===== src/rtl/store_buffer.sv =====
// Store buffer: circular FIFO of retired stores waiting to drain into the
// data cache, with combinational store-to-load forwarding for load probes.
`ifndef STORE_BUFFER_ENTRIES
`define STORE_BUFFER_ENTRIES 4
`endif
`ifndef WORD_SIZE
`define WORD_SIZE 32
`endif
`ifndef SIZE_WRITE_WIDTH
`define SIZE_WRITE_WIDTH 2
`endif
`ifndef BYTE_SIZE
`define BYTE_SIZE 2'd0
`endif
`ifndef FULL_WORD_SIZE
`define FULL_WORD_SIZE 2'd2
`endif

module store_buffer #(
    parameter int SB_ENTRIES       = `STORE_BUFFER_ENTRIES,
    parameter int WORD_SIZE        = `WORD_SIZE,
    parameter int SIZE_WRITE_WIDTH = `SIZE_WRITE_WIDTH
) (
    input  logic                        clk,
    input  logic                        rst,
    input  logic                        in_valid,
    input  logic [WORD_SIZE-1:0]        in_addr,
    input  logic [WORD_SIZE-1:0]        in_value,
    input  logic [SIZE_WRITE_WIDTH-1:0] in_size,
    output logic                        full,
    output logic                        empty,
    output logic [WORD_SIZE-1:0]        sb_addr,
    output logic [WORD_SIZE-1:0]        sb_value,
    output logic [SIZE_WRITE_WIDTH-1:0] sb_size,
    output logic                        wenable,
    input  logic                        store_success,
    input  logic                        ld_valid,
    input  logic [WORD_SIZE-1:0]        ld_addr,
    input  logic [SIZE_WRITE_WIDTH-1:0] ld_size,
    output logic                        fwd_hit,
    output logic [WORD_SIZE-1:0]        fwd_data,
    output logic                        fwd_stall
);

    localparam int PTR_W = $clog2(SB_ENTRIES);
    localparam int CNT_W = PTR_W + 1;
    localparam logic [SIZE_WRITE_WIDTH-1:0] SZ_WORD = SIZE_WRITE_WIDTH'(`FULL_WORD_SIZE);

    logic [WORD_SIZE-1:0]        addr_q  [SB_ENTRIES];
    logic [WORD_SIZE-1:0]        value_q [SB_ENTRIES];
    logic [SIZE_WRITE_WIDTH-1:0] size_q  [SB_ENTRIES];
    logic [SB_ENTRIES-1:0]       valid_q, valid_d;
    logic [PTR_W-1:0]            head_q, head_d, tail_q, tail_d;
    logic [CNT_W-1:0]            count_q, count_d;

    logic                        push, pop;

    logic [PTR_W-1:0]            scan_idx, sel_idx;
    logic                        sel_found, sel_word, ld_word, ent_word;
    logic [7:0]                  sel_byte;

    assign full    = (count_q == CNT_W'(SB_ENTRIES));
    assign empty   = (count_q == '0);
    assign wenable = !empty;
    assign push    = in_valid && !full;
    assign pop     = wenable && store_success;

    // Head entry offered to the cache; zeroed when nothing is pending.
    always_comb begin
        sb_addr  = '0;
        sb_value = '0;
        sb_size  = '0;
        if (!empty) begin
            sb_addr  = addr_q[head_q];
            sb_value = value_q[head_q];
            sb_size  = size_q[head_q];
        end
    end

    // Next-state for pointers, count and occupancy bits.
    always_comb begin
        head_d  = head_q;
        tail_d  = tail_q;
        count_d = count_q;
        valid_d = valid_q;
        if (push) begin
            valid_d[tail_q] = 1'b1;
            tail_d          = tail_q + 1'b1;
        end
        if (pop) begin
            valid_d[head_q] = 1'b0;
            head_d          = head_q + 1'b1;
        end
        case ({push, pop})
            2'b10:   count_d = count_q + 1'b1;
            2'b01:   count_d = count_q - 1'b1;
            default: count_d = count_q;
        endcase
    end

    // Control state; reset discards every pending entry.
    always_ff @(posedge clk) begin
        if (rst) begin
            head_q  <= '0;
            tail_q  <= '0;
            count_q <= '0;
            valid_q <= '0;
        end else begin
            head_q  <= head_d;
            tail_q  <= tail_d;
            count_q <= count_d;
            valid_q <= valid_d;
        end
    end

    // Entry payload; guarded by the valid bits so it needs no reset.
    always_ff @(posedge clk) begin
        if (push) begin
            addr_q[tail_q]  <= in_addr;
            value_q[tail_q] <= in_value;
            size_q[tail_q]  <= in_size;
        end
    end

    // Scan oldest to youngest so the last overlapping match is the youngest.
    always_comb begin
        sel_found = 1'b0;
        sel_idx   = '0;
        scan_idx  = '0;
        ent_word  = 1'b0;
        ld_word   = (ld_size == SZ_WORD);
        if (ld_valid) begin
            for (int i = 0; i < SB_ENTRIES; i++) begin
                scan_idx = head_q + PTR_W'(i);
                ent_word = (size_q[scan_idx] == SZ_WORD);
                if (valid_q[scan_idx] &&
                    addr_q[scan_idx][WORD_SIZE-1:2] == ld_addr[WORD_SIZE-1:2] &&
                    (ent_word || ld_word || addr_q[scan_idx][1:0] == ld_addr[1:0])) begin
                    sel_found = 1'b1;
                    sel_idx   = scan_idx;
                end
            end
        end
    end

    // Resolve the selected entry into hit data or a stall.
    always_comb begin
        fwd_hit   = 1'b0;
        fwd_stall = 1'b0;
        fwd_data  = '0;
        sel_word  = (size_q[sel_idx] == SZ_WORD);
        sel_byte  = value_q[sel_idx][7:0];
        if (sel_word) begin
            case (ld_addr[1:0])
                2'd0:    sel_byte = value_q[sel_idx][7:0];
                2'd1:    sel_byte = value_q[sel_idx][15:8];
                2'd2:    sel_byte = value_q[sel_idx][23:16];
                default: sel_byte = value_q[sel_idx][31:24];
            endcase
        end
        if (sel_found) begin
            if (sel_word || !ld_word) begin
                fwd_hit = 1'b1;
                if (ld_word) fwd_data = value_q[sel_idx];
                else         fwd_data = {{(WORD_SIZE-8){sel_byte[7]}}, sel_byte};
            end else begin
                fwd_stall = 1'b1;
            end
        end
    end

endmodule


===== config.mk =====
export PLATFORM = sky130hd
export DESIGN_NAME = store_buffer
export DESIGN_NICKNAME = d
export VERILOG_FILES = /design/src/rtl/store_buffer.sv
export SDC_FILE = /design/constraint.sdc
export NUM_CORES = 1
export LEC_CHECK = 0
export BUFFER_PORTS_ARGS = -buffer_cell sky130_fd_sc_hd__clkbuf_2
export CORE_AREA = 2 2 190 192
export DETAILED_ROUTE_END_ITERATION = 8
export DIE_AREA = 0 0 192 194
export MAX_ROUTING_LAYER = met4
export PLACE_DENSITY = 0.7
export SYNTH_ARGS = -nofsm -noshare
export SYNTH_HDL_FRONTEND = slang
export SYNTH_SLANG_ARGS = --single-unit

===== constraint.sdc =====
create_clock -name clk -period 5.9 [get_ports clk]
set_clock_uncertainty 0.1 [all_clocks]
set_input_delay 0.295 -clock clk [delete_from_list [all_inputs] [get_ports clk]]
set_output_delay 0.295 -clock clk [all_outputs]
set_load 0.02 [all_outputs]

# Word level (Yosys, flattened, before mapping)
# Memories as Yosys holds them, arrays and structs flattened. A register that Yosys moved wholly into a read port is not among the register bits.
# Cells that the tools add are included.
# Widths: inputs -> output; s select.
# totals
out_inout_bits	103
wordCells	114
ramBits	264
regBits	11
in_bits	105
n_memories	3
# memory_table
memory	words	width	read_ports	rd_ports_with_merged_regs	write_ports	line_no	source
addr_q	4	32	4	1	1	49	logic [WORD_SIZE-1:0] addr_q [SB_ENTRIES];
value_q	4	32	2	1	1	50	logic [WORD_SIZE-1:0] value_q [SB_ENTRIES];
size_q	4	2	5	1	1	51	logic [SIZE_WRITE_WIDTH-1:0] size_q [SB_ENTRIES];
# op_classes
n_bitwise	3
n_lt_le_gt_ge	7
n_reduce_logical	27
n_mux	45
add_sub_neg	6
eq_ne	19
# op_table
cell	n
$mux 32	5
$eq 30x30->1	4
$mux 2	12
$pmux 8 s3	1
$mux 1	17
$eq 2x2->1 const B	8
$lt 2x3->1 const B	5
$logic_and 1x1->1	12
$logic_or 1x1->1	9
$bmux 1 s2	4
$eq 2x2->1	4
$mux 4	2
$mux 8	1
$pmux 3 s2	1
$add 2x1->2 const B	2
$add 2x2->2 const B	2
$and 4x4->4	1
$demux 1 s2	2
$eq 2x1->1 const B	2
$ge 2x1->1 const B	2
$not 4->4	1
$or 4x4->4	1
$add 3x1->3 const B	1
$eq 3x3->1 const B	1
5 further kinds	7

# Longest topological paths before layout
# Gate-level depths: netlist of run 1.
# An unclocked memory read counts as a cell.
# depth
depth_word	16
mapped_depth	25
depth_no_buf	15

# Worst setup path after synthesis of run 1
# No wires, ideal clock.
# synth_timing
kind	flip-flop to output port
from	reg head_q[1]
to	out fwd_data[4]
arrival_ps	5426
path_buffers	6
required_time_ps	5505
stages_incl_launch_ff	21
path_slack_ps	79
path_cell_list	dfxtp_1 -> buf_2 -> buf_1 -> inv_1 -> clkbuf_1 -> ha_1 -> buf_6 -> buf_6 -> mux4_2 -> xnor2_1 -> nand4_1 -> or4b_1 -> a211o_1 -> o2111a_1 -> o311a_1 -> o21ai_4 -> buf_4 -> mux4_2 -> mux2i_1 -> inv_1 -> a221o_1
# synth_between
elab_chain_cells	16
word_cells_on_any_way	54
cone_classes	add/sub: 3; eq/ne: 10; mux: 23; reduce/logical: 15; memory: 3
# synth_rtl
item	line_no	source
start, declared	53	logic [PTR_W-1:0] head_q, head_d, tail_q, tail_d;
start signal, assigned	104	head_q <= '0;
start signal, assigned	109	head_q <= head_d;
parallel branches: the longest is 15 deep, another holds $mem_v2 4x32	--	
$mux 32 *	161	if (sel_found) begin
end, declared	41	output logic [WORD_SIZE-1:0] fwd_data,
# Mark *: on every way between the ends. The select of a mux whose other input is x is not followed.

# Worst setup path after layout of run 1
# layout_timing
from	reg head_q[0]
to	out fwd_data[5]
# Same word-level chain as after synthesis.

==> results of run 1 <==
## what timing repair did
action | in CTS | in global routing
hold endpoints to repair | 277 | 0
pin swaps | 24 | 25
gates cloned | 7 | 2
gates resized for setup | 100 | 140
hold buffers | 67 | 0
buffers inserted | 26 | 22
setup endpoints to repair | 33 | 33
## placed cells by master, fill, tap and decap left out, drive strengths merged, types with 9 or more instances in the layout
cell type / instances
nor2b: 19
nor4: 12
o21ai: 14
mux2: 16
nor3: 13
ha: 9
nand4: 15
inv: 26
a21oi: 40
dlygate4sd3: 67
nand2b: 12
clkbuf: 217
edfxtp: 264
o22ai: 9
a211oi: 16
buf: 131
xnor2: 95
clkinv: 15
mux4: 131
dfxtp: 13
and2: 61
xor2: 27
nand2: 52
mux2i: 146
nand3: 10
nor2: 50
and3: 13
## flip-flops by register name (all words and copies together), names as in the netlist, named ones only
signal / count
addr_q: 128
head_q: 2
tail_q: 2
value_q: 128
valid_q: 4
size_q: 8
count_q: 3
## cell type report
cell class / count / area share (%)
inverters: 24 / 0.433
clock buffers: 34 / 3.54
diodes: 4 / 0.0450
flip-flops and latches: 277 / 36.9
multi-input cells: 862 / 40.7
well taps: 461 / 2.60
repair buffers: 382 / 14.7
clock inverters: 24 / 1.11
## worst max-delay path: cells and delay by family, from the launching register on
kind	cells	cell delay [ns]
xor gates and xnor gates	1	0.14
adders and majority gates	1	0.30
buffers and inverters	7	0.81
and+or+nand+nor	2	0.66
DFF	1	0.39
muxes	3	1.24
AOI/OAI and AO/OA	5	1.54
## kinds of logic after synthesis
| kind of cell | count (synthesis) | share of synthesized area (%) |
|---|---|---|
| buffers and inverters | 129 | 3.62 |
| multiplexers | 293 | 26.5 |
| adder cells (fa/ha/maj) | 10 | 0.766 |
| AND/OR/NAND/NOR | 287 | 9.17 |
| flip-flops | 277 | 47.3 |
| AO/OA/AOI/OAI | 150 | 6.42 |
| XOR/XNOR | 122 | 6.17 |
## worst paths after layout
| kind | startpoint | end | slack, ns |
|---|---|---|---|
| min | in_valid | tail_q[0] | 0.15 |
| max | head_q[0] | fwd_data[5] | -0.22 |
| max reg2reg | count_q[0] | count_q[2] | 2.92 |
| min reg2reg | count_q[2] | count_q[2] | 0.41 |
## power by group through the flow
stage | clock (W) | sequential (W) | combinational (W)
floorplan | 0 | 0.00252 | 0.00292
global placement | 0 | 0.00261 | 0.00397
detailed placement | 0 | 0.00262 | 0.00398
CTS | 0.00200 | 0.00258 | 0.00430
global route | 0.00208 | 0.00256 | 0.00474
finish | 0.00199 | 0.00255 | 0.00452
## metrics by stage
step | instances | cell area [um^2]
detailed placement | 1885 | 19000
global placement | 1885 | 19000
finish | 2068 | 22200
global route | 2068 | 22200
CTS | 2042 | 21500
floorplan | 1268 | 17300
## routing by layer
metal / global-route usage, % / wire length [um]
met2: 48.8 / 27800
met3: 5.21 / 5420
met5: - / 0
met1: 40.4 / 21800
met4: 9.98 / 2340
==> run_summary.xml, run 1 <==
<?xml version="1.0" encoding="UTF-8"?>
<metrics>
  <group name="run_status">
    <metric name="outcome" unit="">finished, violations left</metric>
    <metric name="failed_checks" unit="">negative setup slack</metric>
  </group>
  <group name="floorplanning">
    <metric name="starting_utilization_of_the_core_area" unit="%">49.1</metric>
    <metric name="die_area" unit="um^2">37200</metric>
    <metric name="chip_height" unit="um">194</metric>
    <metric name="ios" unit="">208</metric>
    <metric name="row_count" unit="">69</metric>
    <metric name="core-area" unit="um^2">35200</metric>
    <metric name="horizontal_die_dimension" unit="um">192</metric>
  </group>
  <group name="sta">
    <metric name="period_minus_slack" unit="ns">6.12</metric>
    <metric name="grt_setup_unrepaired" unit="">true</metric>
    <metric name="timing.slew.headroom" unit="%">37.3</metric>
    <metric name="drv_slew" unit="">0</metric>
    <metric name="timing.final.setup_violations" unit="">29</metric>
    <metric name="clock.fmax" unit="MHz">163</metric>
    <metric name="final-hold-violation-count" unit="">0</metric>
    <metric name="max_slew.worst_pin.slew" unit="ns">0.941</metric>
    <metric name="layout_setup_ws" unit="ns">-0.225</metric>
    <metric name="setup_tns" unit="ns">-2.35</metric>
    <metric name="holdWs" unit="ns">0.147</metric>
    <metric name="min_period_over_period" unit="%">104</metric>
  </group>
  <group name="power">
    <metric name="internal_power" unit="W">0.00554</metric>
    <metric name="share_clk_of_total_power" unit="%">22.0</metric>
    <metric name="power.switching" unit="W">0.00351</metric>
    <metric name="relative_contribution_of_combinational_cells_to_total_power" unit="%">49.9</metric>
    <metric name="power-per-cell-area" unit="nW/um^2">407</metric>
    <metric name="max-vdd-ir-drop" unit="mV">0.341</metric>
    <metric name="cellLeakagePower" unit="nW">7.77</metric>
    <metric name="power" unit="W">0.00905</metric>
    <metric name="seqPwrFrac" unit="%">28.1</metric>
    <metric name="power_switching_share" unit="%">38.8</metric>
  </group>
  <group name="yosys">
    <metric name="synth_edf_count" unit="">264</metric>
    <metric name="syn-num-nets" unit="">1383</metric>
    <metric name="netlist-cell-type-count" unit="">78</metric>
    <metric name="top_cells_by_instance_count_after_synthesis" unit="">264 x sky130_fd_sc_hd__edfxtp_1, 146 x sky130_fd_sc_hd__mux2i_1, 131 x sky130_fd_sc_hd__mux4_2</metric>
    <metric name="yosysSeqAreaShare" unit="%">47.3</metric>
    <metric name="synth.area.top_cells" unit="">sky130_fd_sc_hd__edfxtp_1 46%, sky130_fd_sc_hd__mux4_2 17%, sky130_fd_sc_hd__mux2i_1 8.4%</metric>
    <metric name="yosys_warnings" unit="">0</metric>
    <metric name="syn-mean-instance-area" unit="um^2">13.6</metric>
    <metric name="synth_largest_area_cell" unit="">sky130_fd_sc_hd__edfxtp_1</metric>
    <metric name="netlist_area" unit="um^2">17300</metric>
    <metric name="synth-seq-cells" unit="">277</metric>
    <metric name="synth_most_common_cell" unit="">sky130_fd_sc_hd__edfxtp_1</metric>
    <metric name="post_synth_inst_count" unit="">1268</metric>
    <metric name="synth_async_sr_flop_share" unit="%">0</metric>
    <metric name="postSynth.topFlopCell" unit="">sky130_fd_sc_hd__edfxtp_1</metric>
    <metric name="fraction_of_post_synthesis_cell_area_in_the_top_cell_type_by_area" unit="%">45.8</metric>
  </group>
  <group name="drt">
    <metric name="post-route-drc-count" unit="">0</metric>
    <metric name="drt-wirelength-per-cell" unit="um">27.7</metric>
    <metric name="route.detailed.vias_per_inst" unit="">6.46</metric>
    <metric name="finalWirelength" unit="um">57300</metric>
    <metric name="drt-pass1-iter-count" unit="">6</metric>
    <metric name="detailedRoute.firstIterationViolations" unit="">1400</metric>
    <metric name="detail-route-antenna-nets" unit="">0</metric>
    <metric name="vias" unit="">13400</metric>
  </group>
  <group name="worst_setup_path">
    <metric name="path_max_fanout" unit="">7</metric>
    <metric name="timing.critical_path.arrival" unit="ns">5.73</metric>
    <metric name="critPathRequiredTime" unit="ns">5.51</metric>
    <metric name="startpoint_type" unit="">flip-flop</metric>
    <metric name="crit_path_end_kind" unit="">output port</metric>
    <metric name="r2r_cells" unit="">9</metric>
    <metric name="cp_slowest_cell" unit="">sky130_fd_sc_hd__mux4_2</metric>
    <metric name="path_class" unit="">reg -&gt; out</metric>
    <metric name="timing.critical_path.cells" unit="">inv_4, ha_4, buf_12, buf_6, mux4_2, xnor2_2, nand4_1, or4b_1, a211o_1, o2111a_1, o311a_1, o21ai_4, buf_4, buf_8, mux4_2, mux2i_1, inv_1, a221o_1, clkbuf_8</metric>
    <metric name="timing.critical_path.mode_cell" unit="">sky130_fd_sc_hd__mux4_2</metric>
    <metric name="cpPeakStageDelay" unit="ns">0.56</metric>
  </group>
  <group name="clock_network">
    <metric name="h_tree_depth" unit="">1</metric>
    <metric name="number_of_clock_sinks" unit="">277</metric>
    <metric name="clock_tree_from_tritoncts" unit="">built</metric>
    <metric name="root_buffer" unit="">sky130_fd_sc_hd__clkbuf_16</metric>
    <metric name="cts_buffer_depth" unit="">3</metric>
    <metric name="worst_skew_pair.late_latency" unit="ns">0.61</metric>
    <metric name="worst_setup_hold_path_clk_slew" unit="ns">0.06</metric>
    <metric name="num_cts_buffers" unit="">31</metric>
  </group>
  <group name="placed_design">
    <metric name="post-dp-hpwl" unit="um">38200</metric>
    <metric name="place_ws" unit="ns">0.194</metric>
    <metric name="placement.io_buffers" unit="">207</metric>
    <metric name="gp_routability_congestion" unit="">0.973</metric>
  </group>
  <group name="global_route">
    <metric name="grt_overflow_total" unit="">0</metric>
    <metric name="first_global_vias" unit="">13100</metric>
    <metric name="grt_antenna_before_repair" unit="">4</metric>
    <metric name="maximum_number_of_pins_on_one_net_before_global_route_repair" unit="">63</metric>
    <metric name="track_usage" unit="%">30.7</metric>
    <metric name="grt_first_pass_wirelength" unit="um">82500</metric>
  </group>
  <group name="cells_and_area">
    <metric name="n_fill_cell" unit="">2546</metric>
    <metric name="share_of_cells_above_drive_strength_1" unit="%">38.2</metric>
    <metric name="final_nets" unit="">1693</metric>
    <metric name="multi_input_comb_area" unit="um^2">9050</metric>
    <metric name="final_core_utilization" unit="%">63.1</metric>
    <metric name="register_area" unit="um^2">8200</metric>
    <metric name="layout-area-overhead-vs-synth" unit="%">28.4</metric>
  </group>
  <group name="worst_hold_path">
    <metric name="worst_hold_path.num_cells" unit="">4</metric>
    <metric name="min-delay-path-class" unit="">in -&gt; reg</metric>
  </group>
  <group name="run">
    <metric name="maxCapViolCount" unit="">0</metric>
  </group>
</metrics>
Power figures use the tool's default switching activity.
==> run 2, diff against run 1 <==
- BUFFER_PORTS_ARGS: -buffer_cell sky130_fd_sc_hd__clkbuf_2 -> -buffer_cell sky130_fd_sc_hd__buf_4
- CELL_PAD_IN_SITES_DETAIL_PLACEMENT: unset -> 1
- CELL_PAD_IN_SITES_GLOBAL_PLACEMENT: unset -> 1
- CORE_AREA: 2 2 190 192 -> 2 2 202 204
- DIE_AREA: 0 0 192 194 -> 0 0 204 206
- PLACE_DENSITY: 0.7 -> 0.74
==> run_summary.xml, run 2 (same netlist as run 1, synthesis figures left out) <==
<?xml version="1.0" encoding="UTF-8"?>
<metrics>
  <group name="floorplanning">
    <metric name="starting_utilization_of_the_core_area" unit="%">43.1</metric>
    <metric name="chip_height" unit="um">206</metric>
    <metric name="core-area" unit="um^2">40200</metric>
    <metric name="row_count" unit="">74</metric>
    <metric name="die_area" unit="um^2">42000</metric>
    <metric name="ios" unit="">208</metric>
    <metric name="horizontal_die_dimension" unit="um">204</metric>
  </group>
  <group name="sta">
    <metric name="min_period_over_period" unit="%">101</metric>
    <metric name="drv_slew" unit="">0</metric>
    <metric name="clock.fmax" unit="MHz">167</metric>
    <metric name="grt_setup_unrepaired" unit="">true</metric>
    <metric name="timing.final.setup_violations" unit="">17</metric>
    <metric name="holdWs" unit="ns">0.225</metric>
    <metric name="timing.slew.headroom" unit="%">38.2</metric>
    <metric name="final-hold-violation-count" unit="">0</metric>
    <metric name="layout_setup_ws" unit="ns">-0.0859</metric>
    <metric name="period_minus_slack" unit="ns">5.99</metric>
    <metric name="max_slew.worst_pin.slew" unit="ns">0.916</metric>
  </group>
  <group name="clock_network">
    <metric name="root_buffer" unit="">sky130_fd_sc_hd__clkbuf_16</metric>
    <metric name="worst_setup_hold_path_clk_slew" unit="ns">0.05</metric>
    <metric name="cts_buffer_depth" unit="">3</metric>
    <metric name="clock_tree_from_tritoncts" unit="">built</metric>
    <metric name="num_cts_buffers" unit="">34</metric>
    <metric name="h_tree_depth" unit="">2</metric>
    <metric name="worst_skew_pair.late_latency" unit="ns">0.53</metric>
    <metric name="number_of_clock_sinks" unit="">277</metric>
  </group>
  <group name="drt">
    <metric name="finalWirelength" unit="um">61100</metric>
    <metric name="vias" unit="">13100</metric>
    <metric name="post-route-drc-count" unit="">0</metric>
    <metric name="route.detailed.vias_per_inst" unit="">6.20</metric>
    <metric name="drt-wirelength-per-cell" unit="um">29.0</metric>
    <metric name="detailedRoute.firstIterationViolations" unit="">1083</metric>
    <metric name="drt-pass1-iter-count" unit="">5</metric>
    <metric name="detail-route-antenna-nets" unit="">0</metric>
  </group>
  <group name="global_route">
    <metric name="grt_first_pass_wirelength" unit="um">88600</metric>
    <metric name="track_usage" unit="%">29.6</metric>
    <metric name="maximum_number_of_pins_on_one_net_before_global_route_repair" unit="">62</metric>
    <metric name="grt_overflow_total" unit="">0</metric>
    <metric name="first_global_vias" unit="">13600</metric>
    <metric name="grt_antenna_before_repair" unit="">1</metric>
  </group>
  <group name="placed_design">
    <metric name="post-dp-hpwl" unit="um">41900</metric>
    <metric name="place_ws" unit="ns">0.0964</metric>
    <metric name="gp_routability_congestion" unit="">0.941</metric>
    <metric name="post_dp_cell_area" unit="um^2">19500</metric>
    <metric name="placement.io_buffers" unit="">207</metric>
  </group>
  <group name="worst_setup_path">
    <metric name="path_class" unit="">reg -&gt; out</metric>
    <metric name="path_max_fanout" unit="">8</metric>
    <metric name="timing.critical_path.arrival" unit="ns">5.59</metric>
    <metric name="crit_path_end_kind" unit="">output port</metric>
    <metric name="critPathRequiredTime" unit="ns">5.51</metric>
    <metric name="startpoint_type" unit="">flip-flop</metric>
  </group>
  <group name="cells_and_area">
    <metric name="final_nets" unit="">1663</metric>
    <metric name="layout_commonest_cell" unit="">sky130_fd_sc_hd__edfxtp_1</metric>
    <metric name="biggestRegsByFlops" unit="">addr_q x128, value_q x128, size_q x8</metric>
    <metric name="layout-area-overhead-vs-synth" unit="%">25.7</metric>
    <metric name="final_core_utilization" unit="%">54.1</metric>
    <metric name="final_cell_mix" unit="">264 x sky130_fd_sc_hd__edfxtp_1, 251 x sky130_fd_sc_hd__buf_4, 141 x sky130_fd_sc_hd__mux2i_1, 131 x sky130_fd_sc_hd__mux4_2, 90 x sky130_fd_sc_hd__xnor2_1</metric>
    <metric name="n_fill_cell" unit="">3962</metric>
    <metric name="share_of_cells_above_drive_strength_1" unit="%">33.6</metric>
    <metric name="finalInstanceArea" unit="um^2">21700</metric>
  </group>
  <group name="run_status">
    <metric name="outcome" unit="">finished, violations left</metric>
    <metric name="failed_checks" unit="">negative setup slack</metric>
  </group>
  <group name="power">
    <metric name="max-vdd-ir-drop" unit="mV">0.318</metric>
    <metric name="power" unit="W">0.00907</metric>
    <metric name="power-per-cell-area" unit="nW/um^2">417</metric>
    <metric name="cellLeakagePower" unit="nW">7.52</metric>
  </group>
  <group name="worst_hold_path">
    <metric name="min-delay-path-class" unit="">in -&gt; reg</metric>
  </group>
  <group name="run">
    <metric name="maxCapViolCount" unit="">0</metric>
  </group>
</metrics>
## run 2: changes by cell type in the layout (fill, tap and decap cells not counted), moves of 5 or more
cell                       before  now
sky130_fd_sc_hd__buf_6         23   14
sky130_fd_sc_hd__a21oi_1       19   27
sky130_fd_sc_hd__buf_12        17   12
sky130_fd_sc_hd__nand2_4       13    0
sky130_fd_sc_hd__buf_4         65  251
sky130_fd_sc_hd__clkbuf_8       7    0
sky130_fd_sc_hd__buf_8         21    0
sky130_fd_sc_hd__a21oi_4        8    1
sky130_fd_sc_hd__xnor2_1       84   90
sky130_fd_sc_hd__clkbuf_2     174    0
sky130_fd_sc_hd__nand2_1       34   52
sky130_fd_sc_hd__clkbuf_1       3   10
sky130_fd_sc_hd__xnor2_2       10    5
sky130_fd_sc_hd__nand2_2        5    0
## run 2: per-stage QoR
step | TNS (ns) | std cells
finish | -0.581 | 2105
global route | -4.47 | 2105
CTS | -0.722 | 2095
detailed placement | 0 | 1945
global placement | 0 | 1945
floorplan | 0 | 1268
## run 2: final cells by class
cell class,count,area [um^2],area share (%)
diodes,1,2.50,0.0115
clock buffers,45,913,4.20
clock inverters,15,104,0.478
inverters,24,92.6,0.426
multi-input cells,862,8680,39.9
flip-flops and latches,277,8200,37.7
well taps,532,666,3.06
repair buffers,349,3090,14.2
## run 2: report_power, final
part / leakage (nW) / internal [W] / switching (W)
Sequential: 2.53 / 0.00240 / 0.000174
Clock: 0.490 / 0.00110 / 0.000854
Combinational: 4.50 / 0.00204 / 0.00251
## run 2: repair_timing
item | in CTS | in global routing
pin swaps | 12 | 8
hold buffers | 67 | 0
endpoints found under the setup margin | 34 | 33
endpoints found under the hold margin | 277 | 0
buffers inserted | 21 | 7
gates resized for setup | 40 | 20
cloned | 2 | 2
## run 2: worst max-delay path, stage by stage, from the launching register on
cell                       delay, ns
sky130_fd_sc_hd__dfxtp_4        0.35
sky130_fd_sc_hd__inv_4          0.04
sky130_fd_sc_hd__ha_4           0.37
sky130_fd_sc_hd__buf_6          0.18
sky130_fd_sc_hd__buf_4          0.19
sky130_fd_sc_hd__mux4_2         0.52
sky130_fd_sc_hd__xnor2_1        0.21
sky130_fd_sc_hd__nand4_1        0.13
sky130_fd_sc_hd__or4_4          0.57
sky130_fd_sc_hd__o2111a_1       0.27
sky130_fd_sc_hd__o311a_1        0.38
sky130_fd_sc_hd__o21ai_4        0.21
sky130_fd_sc_hd__buf_6          0.13
sky130_fd_sc_hd__mux4_2         0.56
sky130_fd_sc_hd__xnor2_2        0.21
sky130_fd_sc_hd__nor2_4         0.10
sky130_fd_sc_hd__buf_4          0.16
sky130_fd_sc_hd__a221o_1        0.33
sky130_fd_sc_hd__buf_6          0.14
## run 2: final timing paths
check	start	end	slack, ns	cells past startpoint
min	in_valid	tail_q[0]	0.23	4
max reg2reg	count_q[0]	count_q[2]	2.86	9
max	head_q[0]	fwd_data[4]	-0.09	18
min reg2reg	count_q[2]	count_q[2]	0.40	2
## run 2: layer usage
metal  GRT usage [%]  vias to the layer above  share of wire [%]
li1                -                     5536                  -
met4            9.27                        0                2.7
met3            4.42                      105                7.3
met5               -                        -                  0
met2            50.3                      614                 51
met1            36.7                     6798                 39
